[src/rtl/tristate_bus_arbiter_pkg.sv]
// ----------------------------------------------------------------------------
// bus_arb_pkg : shared state encoding and counter sizing for tristate_bus_arbiter
// Rev 1.0
// ----------------------------------------------------------------------------
`default_nettype none

package bus_arb_pkg;

  typedef enum logic [1:0] {
    S_IDLE  = 2'd0,
    S_GRANT = 2'd1,
    S_TURN  = 2'd2
  } arb_state_e;

  // One width serves both the hold and turnaround counters.
  function automatic int cnt_width(input int turn, input int max_hold);
    int m;
    m = (turn > max_hold) ? turn : max_hold;
    return (m < 1) ? 1 : $clog2(m + 1);
  endfunction

endpackage

`default_nettype wire

[src/rtl/tristate_bus_arbiter_if.sv]
// ----------------------------------------------------------------------------
// tristate_bus_arbiter_if : request/grant/driver-enable bundle for the arbiter
// Rev 1.0
// ----------------------------------------------------------------------------
`default_nettype none

interface tristate_bus_arbiter_if #(
  parameter int N = 4
) ();

  localparam int OW = (N > 1) ? $clog2(N) : 1;

  logic [N-1:0]  req;
  logic [N-1:0]  gnt;
  logic [N-1:0]  en_n;
  logic [OW-1:0] owner;
  logic          busy;

  modport master (
    input  req,
    output gnt,
    output en_n,
    output owner,
    output busy
  );

  modport slave (
    output req,
    input  gnt,
    input  en_n,
    input  owner,
    input  busy
  );

endinterface

`default_nettype wire

[src/rtl/tristate_bus_arbiter_rr_pick.sv]
// ----------------------------------------------------------------------------
// rr_pick : combinational round-robin winner search starting at ptr
// Rev 1.0
// ----------------------------------------------------------------------------
`default_nettype none

module rr_pick #(
  parameter int N = 4,
  parameter int W = $clog2(N)
) (
  input  logic [N-1:0] req,
  input  logic [W-1:0] ptr,
  output logic         valid,
  output logic [W-1:0] idx
);

  logic [W:0] cand;

  // Walk from the farthest offset back to ptr so the nearest requester wins.
  always_comb begin
    valid = |req;
    idx   = ptr;
    cand  = '0;
    for (int off = N - 1; off >= 0; off--) begin
      cand = {1'b0, ptr} + (W + 1)'(off);
      if (cand >= (W + 1)'(N)) begin
        cand = cand - (W + 1)'(N);
      end
      if (req[cand[W-1:0]]) begin
        idx = cand[W-1:0];
      end
    end
  end

endmodule

`default_nettype wire

[src/rtl/tristate_bus_arbiter.sv]
// ----------------------------------------------------------------------------
// tristate_bus_arbiter : round-robin owner sequencing with break-before-make gap
// Rev 1.0
// ----------------------------------------------------------------------------
`default_nettype none

module tristate_bus_arbiter
  import bus_arb_pkg::*;
#(
  parameter int N        = 4,
  parameter int TURN     = 2,
  parameter int MAX_HOLD = 8
) (
  input  logic                   clk,
  input  logic                   rst,
  tristate_bus_arbiter_if.master bus
);

  localparam int            OW         = $clog2(N);
  localparam int            CW         = cnt_width(TURN, MAX_HOLD);
  localparam logic [CW-1:0] C_TURN     = CW'(TURN);
  localparam logic [CW-1:0] C_MAX_HOLD = CW'(MAX_HOLD);
  localparam logic [CW-1:0] C_HCNT_SAT = (MAX_HOLD != 0) ? C_MAX_HOLD : {CW{1'b1}};
  localparam logic [N-1:0]  C_ONE      = N'(1);
  localparam logic [OW-1:0] C_LAST     = OW'(N - 1);

  arb_state_e    state_q, state_d;
  logic [OW-1:0] ptr_q, ptr_d;
  logic [CW-1:0] hcnt_q, hcnt_d;
  logic [CW-1:0] tcnt_q, tcnt_d;
  logic [N-1:0]  gnt_q, gnt_d;
  logic [N-1:0]  en_n_q, en_n_d;
  logic [OW-1:0] owner_q, owner_d;
  logic          busy_q, busy_d;

  logic          pick_valid;
  logic [OW-1:0] pick_idx;
  logic          owner_req;
  logic          other_req;
  logic          hold_limit;
  logic [OW-1:0] next_ptr;

  rr_pick #(
    .N (N),
    .W (OW)
  ) u_rr_pick (
    .req   (bus.req),
    .ptr   (ptr_q),
    .valid (pick_valid),
    .idx   (pick_idx)
  );

  // gnt_q is one-hot on owner_q while in GRANT, so it masks the owner out.
  assign owner_req  = bus.req[owner_q];
  assign other_req  = |(bus.req & ~gnt_q);
  assign hold_limit = (MAX_HOLD != 0) && (hcnt_q == C_MAX_HOLD) && other_req;
  assign next_ptr   = (owner_q == C_LAST) ? '0 : owner_q + OW'(1);

  always_comb begin
    state_d = state_q;
    ptr_d   = ptr_q;
    hcnt_d  = hcnt_q;
    tcnt_d  = tcnt_q;
    owner_d = owner_q;

    case (state_q)
      S_IDLE: begin
        if (pick_valid) begin
          state_d = S_GRANT;
          owner_d = pick_idx;
          hcnt_d  = CW'(1);
        end
      end

      S_GRANT: begin
        if (!owner_req || hold_limit) begin
          state_d = S_TURN;
          ptr_d   = next_ptr;
          tcnt_d  = C_TURN;
          hcnt_d  = '0;
        end else if (hcnt_q != C_HCNT_SAT) begin
          hcnt_d = hcnt_q + CW'(1);
        end
      end

      S_TURN: begin
        if (tcnt_q <= CW'(1)) begin
          tcnt_d = '0;
          if (pick_valid) begin
            state_d = S_GRANT;
            owner_d = pick_idx;
            hcnt_d  = CW'(1);
          end else begin
            state_d = S_IDLE;
          end
        end else begin
          tcnt_d = tcnt_q - CW'(1);
        end
      end

      default: begin
        state_d = S_IDLE;
      end
    endcase

    // Outputs are decoded from next state so they can be registered directly.
    gnt_d  = (state_d == S_GRANT) ? (C_ONE << owner_d) : '0;
    en_n_d = ~gnt_d;
    busy_d = (state_d != S_IDLE);
  end

  // Asynchronous reset releases every driver to high-Z without a clock edge.
  always_ff @(posedge clk or posedge rst) begin
    if (rst) begin
      state_q <= S_IDLE;
      ptr_q   <= '0;
      hcnt_q  <= '0;
      tcnt_q  <= '0;
      gnt_q   <= '0;
      en_n_q  <= '1;
      owner_q <= '0;
      busy_q  <= 1'b0;
    end else begin
      state_q <= state_d;
      ptr_q   <= ptr_d;
      hcnt_q  <= hcnt_d;
      tcnt_q  <= tcnt_d;
      gnt_q   <= gnt_d;
      en_n_q  <= en_n_d;
      owner_q <= owner_d;
      busy_q  <= busy_d;
    end
  end

  assign bus.gnt   = gnt_q;
  assign bus.en_n  = en_n_q;
  assign bus.owner = owner_q;
  assign bus.busy  = busy_q;

endmodule

`default_nettype wire
[src/flat_wrapper.sv]
// flat-port wrapper written by rule: the top's interface ports become plain ports
module tristate_bus_arbiter_flat import bus_arb_pkg::*;
#(
  parameter int N        = 4,
  parameter int TURN     = 2,
  parameter int MAX_HOLD = 8
)
  (clk, rst, bus_req, bus_gnt, bus_en_n, bus_owner, bus_busy);
  tristate_bus_arbiter_if #(.N(N)) bus_i ();
  input  logic clk;
  input  logic rst;
  input wire logic [$bits(bus_i.req)-1:0] bus_req;
  output wire logic [$bits(bus_i.gnt)-1:0] bus_gnt;
  output wire logic [$bits(bus_i.en_n)-1:0] bus_en_n;
  output wire logic [$bits(bus_i.owner)-1:0] bus_owner;
  output wire logic [$bits(bus_i.busy)-1:0] bus_busy;
  assign bus_i.req = bus_req;
  assign bus_gnt = bus_i.gnt;
  assign bus_en_n = bus_i.en_n;
  assign bus_owner = bus_i.owner;
  assign bus_busy = bus_i.busy;
  tristate_bus_arbiter #(.N(N), .TURN(TURN), .MAX_HOLD(MAX_HOLD)) u_core (.clk(clk), .rst(rst), .bus(bus_i));
endmodule
[config.mk]
export PLATFORM = sky130hd
export DESIGN_NAME = tristate_bus_arbiter_flat
export DESIGN_NICKNAME = d
export VERILOG_FILES = /design/src/rtl/tristate_bus_arbiter_pkg.sv /design/src/rtl/tristate_bus_arbiter_if.sv /design/src/rtl/tristate_bus_arbiter_rr_pick.sv /design/src/rtl/tristate_bus_arbiter.sv /design/src/flat_wrapper.sv
export SDC_FILE = /design/constraint.sdc
export NUM_CORES = 1
export LEC_CHECK = 0
export ABC_CLOCK_PERIOD_IN_PS = 1950
export CORE_MARGIN = 3
export CORE_UTILIZATION = 44
export CTS_CLUSTER_SIZE = 14
export DETAILED_ROUTE_END_ITERATION = 8
export GPL_TIMING_DRIVEN = 0
export PLACE_DENSITY = 0.69
export SYNTH_ARGS = -nofsm -noshare
export SYNTH_HDL_FRONTEND = slang
export SYNTH_SLANG_ARGS = --single-unit
[constraint.sdc]
create_clock -name clk -period 1.95 [get_ports clk]
set_input_delay 0.39 -clock clk [delete_from_list [all_inputs] [get_ports clk]]
set_output_delay 0.39 -clock clk [all_outputs]
set_load 0.02 [all_outputs]
==> flow_metrics.py <==
metrics = {
    "outcome": {
        "status": "finished, violations left",
        "violations": "setup timing",
    },
    "setup_path": {
        "cp.depth": 8,
        "slowest_delay_ns": 0.42,
        "crit_path_cell_trace": "inv_2 > ha_4 > nor2_2 > o31a_1 > or2_4 > o31ai_4 > buf_6 > nor2b_1",
        "rrSetupSlack_ns": -0.05,
        "path_delay_family": "compound AO/OA/AOI/OAI gates",
        "path_class": "reg -> reg",
        "crit_buf_inv": 2,
        "cp_max_fo": 6,
        "endpoint_kind": "register",
        "arrival_ns": 2.26,
        "worstRegToRegCells": 8,
        "cp-endpoint": "u_core.bus.gnt[1]",
        "reg2reg_to": "u_core.bus.gnt[1]",
        "required_ns": 2.21,
        "rr_startpoint": "u_core.tcnt_q[1]",
        "startpoint": "u_core.tcnt_q[1]",
        "startpoint_type": "register",
        "slowest_stage": "dfrtp_1",
    },
    "die": {
        "dieWidth_um": 59.57,
        "num_io_pins": 17,
        "die_h_um": 59.57,
        "core_um2": 2590,
        "initial_core_util_pct": 48.74,
        "die_area_um2": 3548,
        "row_count": 18,
    },
    "flow_run": {
        "cap_viol_max_count": 0,
    },
    "timing": {
        "hold_viol": 0,
        "clock_skew_ns": 0.01354,
        "finalCriticalPeriod_ns": 2.002,
        "worst_slew_pin_slew_ns": 0.8603,
        "rsz0062_at_grt": "true",
        "finalSetupViolCount": 7,
        "holdWs_ns": 0.5318,
        "period_share_pct": 102.6,
        "maxSlewViolCount": 0,
        "max_freq_ghz": 0.4996,
        "setup_ws_ns": -0.05154,
        "relSlewSlack_pct": 42.59,
    },
    "yosys": {
        "yosys_warnings": 0,
        "seq_area_frac_synth_pct": 45.99,
        "ys_seq_elements": 23,
        "syn-num-nets": 130,
        "synth.avg_cell_area_um2": 10.61,
        "synth_cells": 119,
        "yosysUniqueCellTypes": 40,
        "syn_area_um2": 1262,
    },
    "power": {
        "p_sw_mw": 1.093,
        "power_frac_comb_pct": 59.4,
        "power_density_nw_per_um2": 1564,
        "p_clk_share_pct": 8.8,
        "peakVddDrop_uv": 1115,
        "power_mw": 2.597,
        "leakagePower_nw": 0.6924,
        "sequentialPowerShare_pct": 31.8,
        "p_int_mw": 1.504,
        "swShare_pct": 42.09,
    },
    "detailed_routing": {
        "drt-total-wl_mm": 2.781,
        "drt_iter0_markers": 66,
        "drc": 0,
        "first_pass_iters": 4,
        "vias": 1035,
        "ant_nets": 0,
        "via_per_inst": 5.782,
        "wl_per_cell_um": 15.54,
    },
    "placed_design": {
        "io_buffers": 16,
        "place.gp.congestion": 0.8635,
        "dp_hpwl_mm": 1.880,
        "place_ws_ns": -0.6346,
    },
    "clock_tree": {
        "htree_levels": 1,
        "cts_made_buffers": 3,
        "cts_tree": "yes",
        "cts.path.max_buffers": 2,
        "cts.sinks": 23,
        "root_buffer": "clkbuf_4",
        "clk_latency_ns": 0.32,
        "clk_pin_slew_ns": 0.14,
    },
    "grt": {
        "grt_first_pass_wirelength_mm": 4.754,
        "grt.total_usage_pct": 17.54,
        "antenna_found_initial": 0,
        "grt-ovfl-total": 0,
        "grt_pass1_vias": 1005,
        "grt_max_degree": 24,
    },
    "final_layout": {
        "syn_to_final_growth_pct": 31.52,
        "final_layout_size_suffix_gt1_share_pct": 29.53,
        "nNetsFinal": 161,
        "num_antenna_cells": 0,
    },
    "worst_hold_path": {
        "hp-class": "in -> async",
    },
}
-- worst min path at each step --
stage | start | to | depth (start not counted)
after floorplan | rst | u_core.bus.busy | 1
after global placement | u_core.hcnt_q[3] | u_core.hcnt_q[3] | 1
after detailed placement | u_core.hcnt_q[1] | u_core.hcnt_q[1] | 2
after CTS | u_core.hcnt_q[3] | u_core.hcnt_q[3] | 1
after global routing | u_core.hcnt_q[1] | u_core.hcnt_q[1] | 2
final | rst | u_core.hcnt_q[0] | 2
-- layout by cell type (no fill, tap or decap), drive strengths merged, types with 2 or more instances in the layout --
| cell | count |
|---|---|
| a21oi | 3 |
| and3b | 2 |
| buf | 10 |
| clkbuf | 3 |
| clkdlybuf4s50 | 12 |
| dfrtp | 19 |
| dfstp | 4 |
| dlygate4sd2 | 3 |
| ha | 5 |
| inv | 8 |
| mux2 | 4 |
| nand2 | 6 |
| nand2b | 5 |
| nand3 | 2 |
| nor2 | 8 |
| nor2b | 8 |
| nor3 | 4 |
| nor3b | 2 |
| nor4 | 3 |
| o21ai | 9 |
| o31a | 2 |
| o31ai | 4 |
| or2 | 4 |
-- worst register-to-register path: stages, from the launching register on --
cell	delay [ns]
dfrtp_1	0.42
inv_2	0.11
ha_4	0.15
nor2_2	0.05
o31a_1	0.30
or2_4	0.32
o31ai_4	0.33
buf_6	0.16
nor2b_1	0.12
-- per-stage QoR --
step / instances / instance area, um^2 / util, % / setup TNS, ns
6_report: 179 / 1660 / 64.11 / -0.1579
5_1_grt: 179 / 1660 / 64.11 / -0.7203
4_1_cts: 175 / 1585 / 61.21 / 0
3_5_place_dp: 165 / 1469 / 56.72 / -10.45
3_3_place_gp: 165 / 1469 / 56.72 / -10.23
2_1_floorplan: 119 / 1271 / - / 0
-- Yosys cell counts, drive strengths merged --
master | n | area share, %
a211o | 1 | 0.69
a311o | 1 | 0.79
o22a | 1 | 0.69
or3 | 1 | 0.50
nand2b | 5 | 2.5
a31oi | 1 | 0.50
dfstp | 4 | 8.3
o31ai | 4 | 3.2
o41ai | 1 | 0.69
inv | 8 | 2.4
nor3b | 2 | 1.2
a2111oi | 1 | 0.69
a2bb2oi | 1 | 0.69
nor2 | 8 | 2.4
o31a | 2 | 1.4
and3 | 1 | 0.50
o32ai | 1 | 2.2
and2b | 1 | 0.69
nand3b | 1 | 0.59
nor2b | 8 | 4.6
mux4 | 1 | 2.1
nor3 | 4 | 1.6
nand2 | 6 | 1.8
nand3 | 2 | 0.79
a211oi | 1 | 0.59
a21oi | 3 | 1.2
or2 | 4 | 2.2
o41a | 1 | 0.89
o21ai | 9 | 3.6
nor4 | 3 | 1.5
and3b | 2 | 1.4
and2 | 1 | 0.50
ha | 5 | 5.0
o311ai | 1 | 0.69
mux2 | 4 | 3.6
dfrtp | 19 | 38
-- power groups by stage --
stage	logic (mW)	registers [mW]	clock network (mW)
after floorplan	0.727	0.894	0
after global placement	1.11	0.824	0
after detailed placement	1.14	0.832	0
after CTS	1.38	0.815	0.236
after global routing	1.67	0.855	0.258
final	1.54	0.825	0.229
-- area by class of cell --
| class | count | area (um^2) |
|---|---|---|
| Clock buffer | 3 | 22.52 |
| Clock inverter | 1 | 5.005 |
| Fill cell | 192 | 929.6 |
| Inverter | 8 | 30.03 |
| Multi-Input combinational cell | 88 | 744.5 |
| Sequential cell | 23 | 580.6 |
| Tap cell | 30 | 37.54 |
| Timing Repair Buffer | 26 | 240.2 |
-- layer usage --
layer | vias to the layer above | global-route usage (%) | wire, um
li1 | 496 | - | -
met5 | - | 0 | 0
met2 | 33 | 30.42 | 1367
met1 | 504 | 22.97 | 1244
met4 | 0 | 3.797 | 15
met3 | 2 | 2.832 | 153
-- state kept, by name, indices dropped and copies added (netlist names) --
| name | cells |
|---|---|
| u_core.tcnt_q | 4 |
| u_core.state_q | 2 |
| u_core.bus.en_n | 4 |
| u_core.bus.owner | 2 |
| u_core.bus.gnt | 4 |
| u_core.ptr_q | 2 |
| u_core.hcnt_q | 4 |
| u_core.bus.busy | 1 |
-- logic make-up (layout without fill, tap and decap cells) --
| logic type | after synthesis | after routing | synth area share, % |
|---|---|---|---|
| flip-flops | 23 | 23 | 45.99 |
| adder cells (fa/ha/maj) | 5 | 5 | 4.955 |
| buffers and inverters | 8 | 38 | 2.379 |
| multiplexers | 5 | 5 | 5.649 |
| AND/OR/NAND/NOR | 49 | 49 | 22.60 |
| AO/OA/AOI/OAI | 29 | 29 | 18.43 |
-- repair_timing --
action | 4_1_cts | 5_1_grt
hold buffers | 0 | 0
buffers inserted | 6 | 4
pin swaps | 5 | 5
endpoints found under the setup margin | 18 | 10
resized for setup | 19 | 11
No activity file was read; power rests on OpenSTA's default activity.
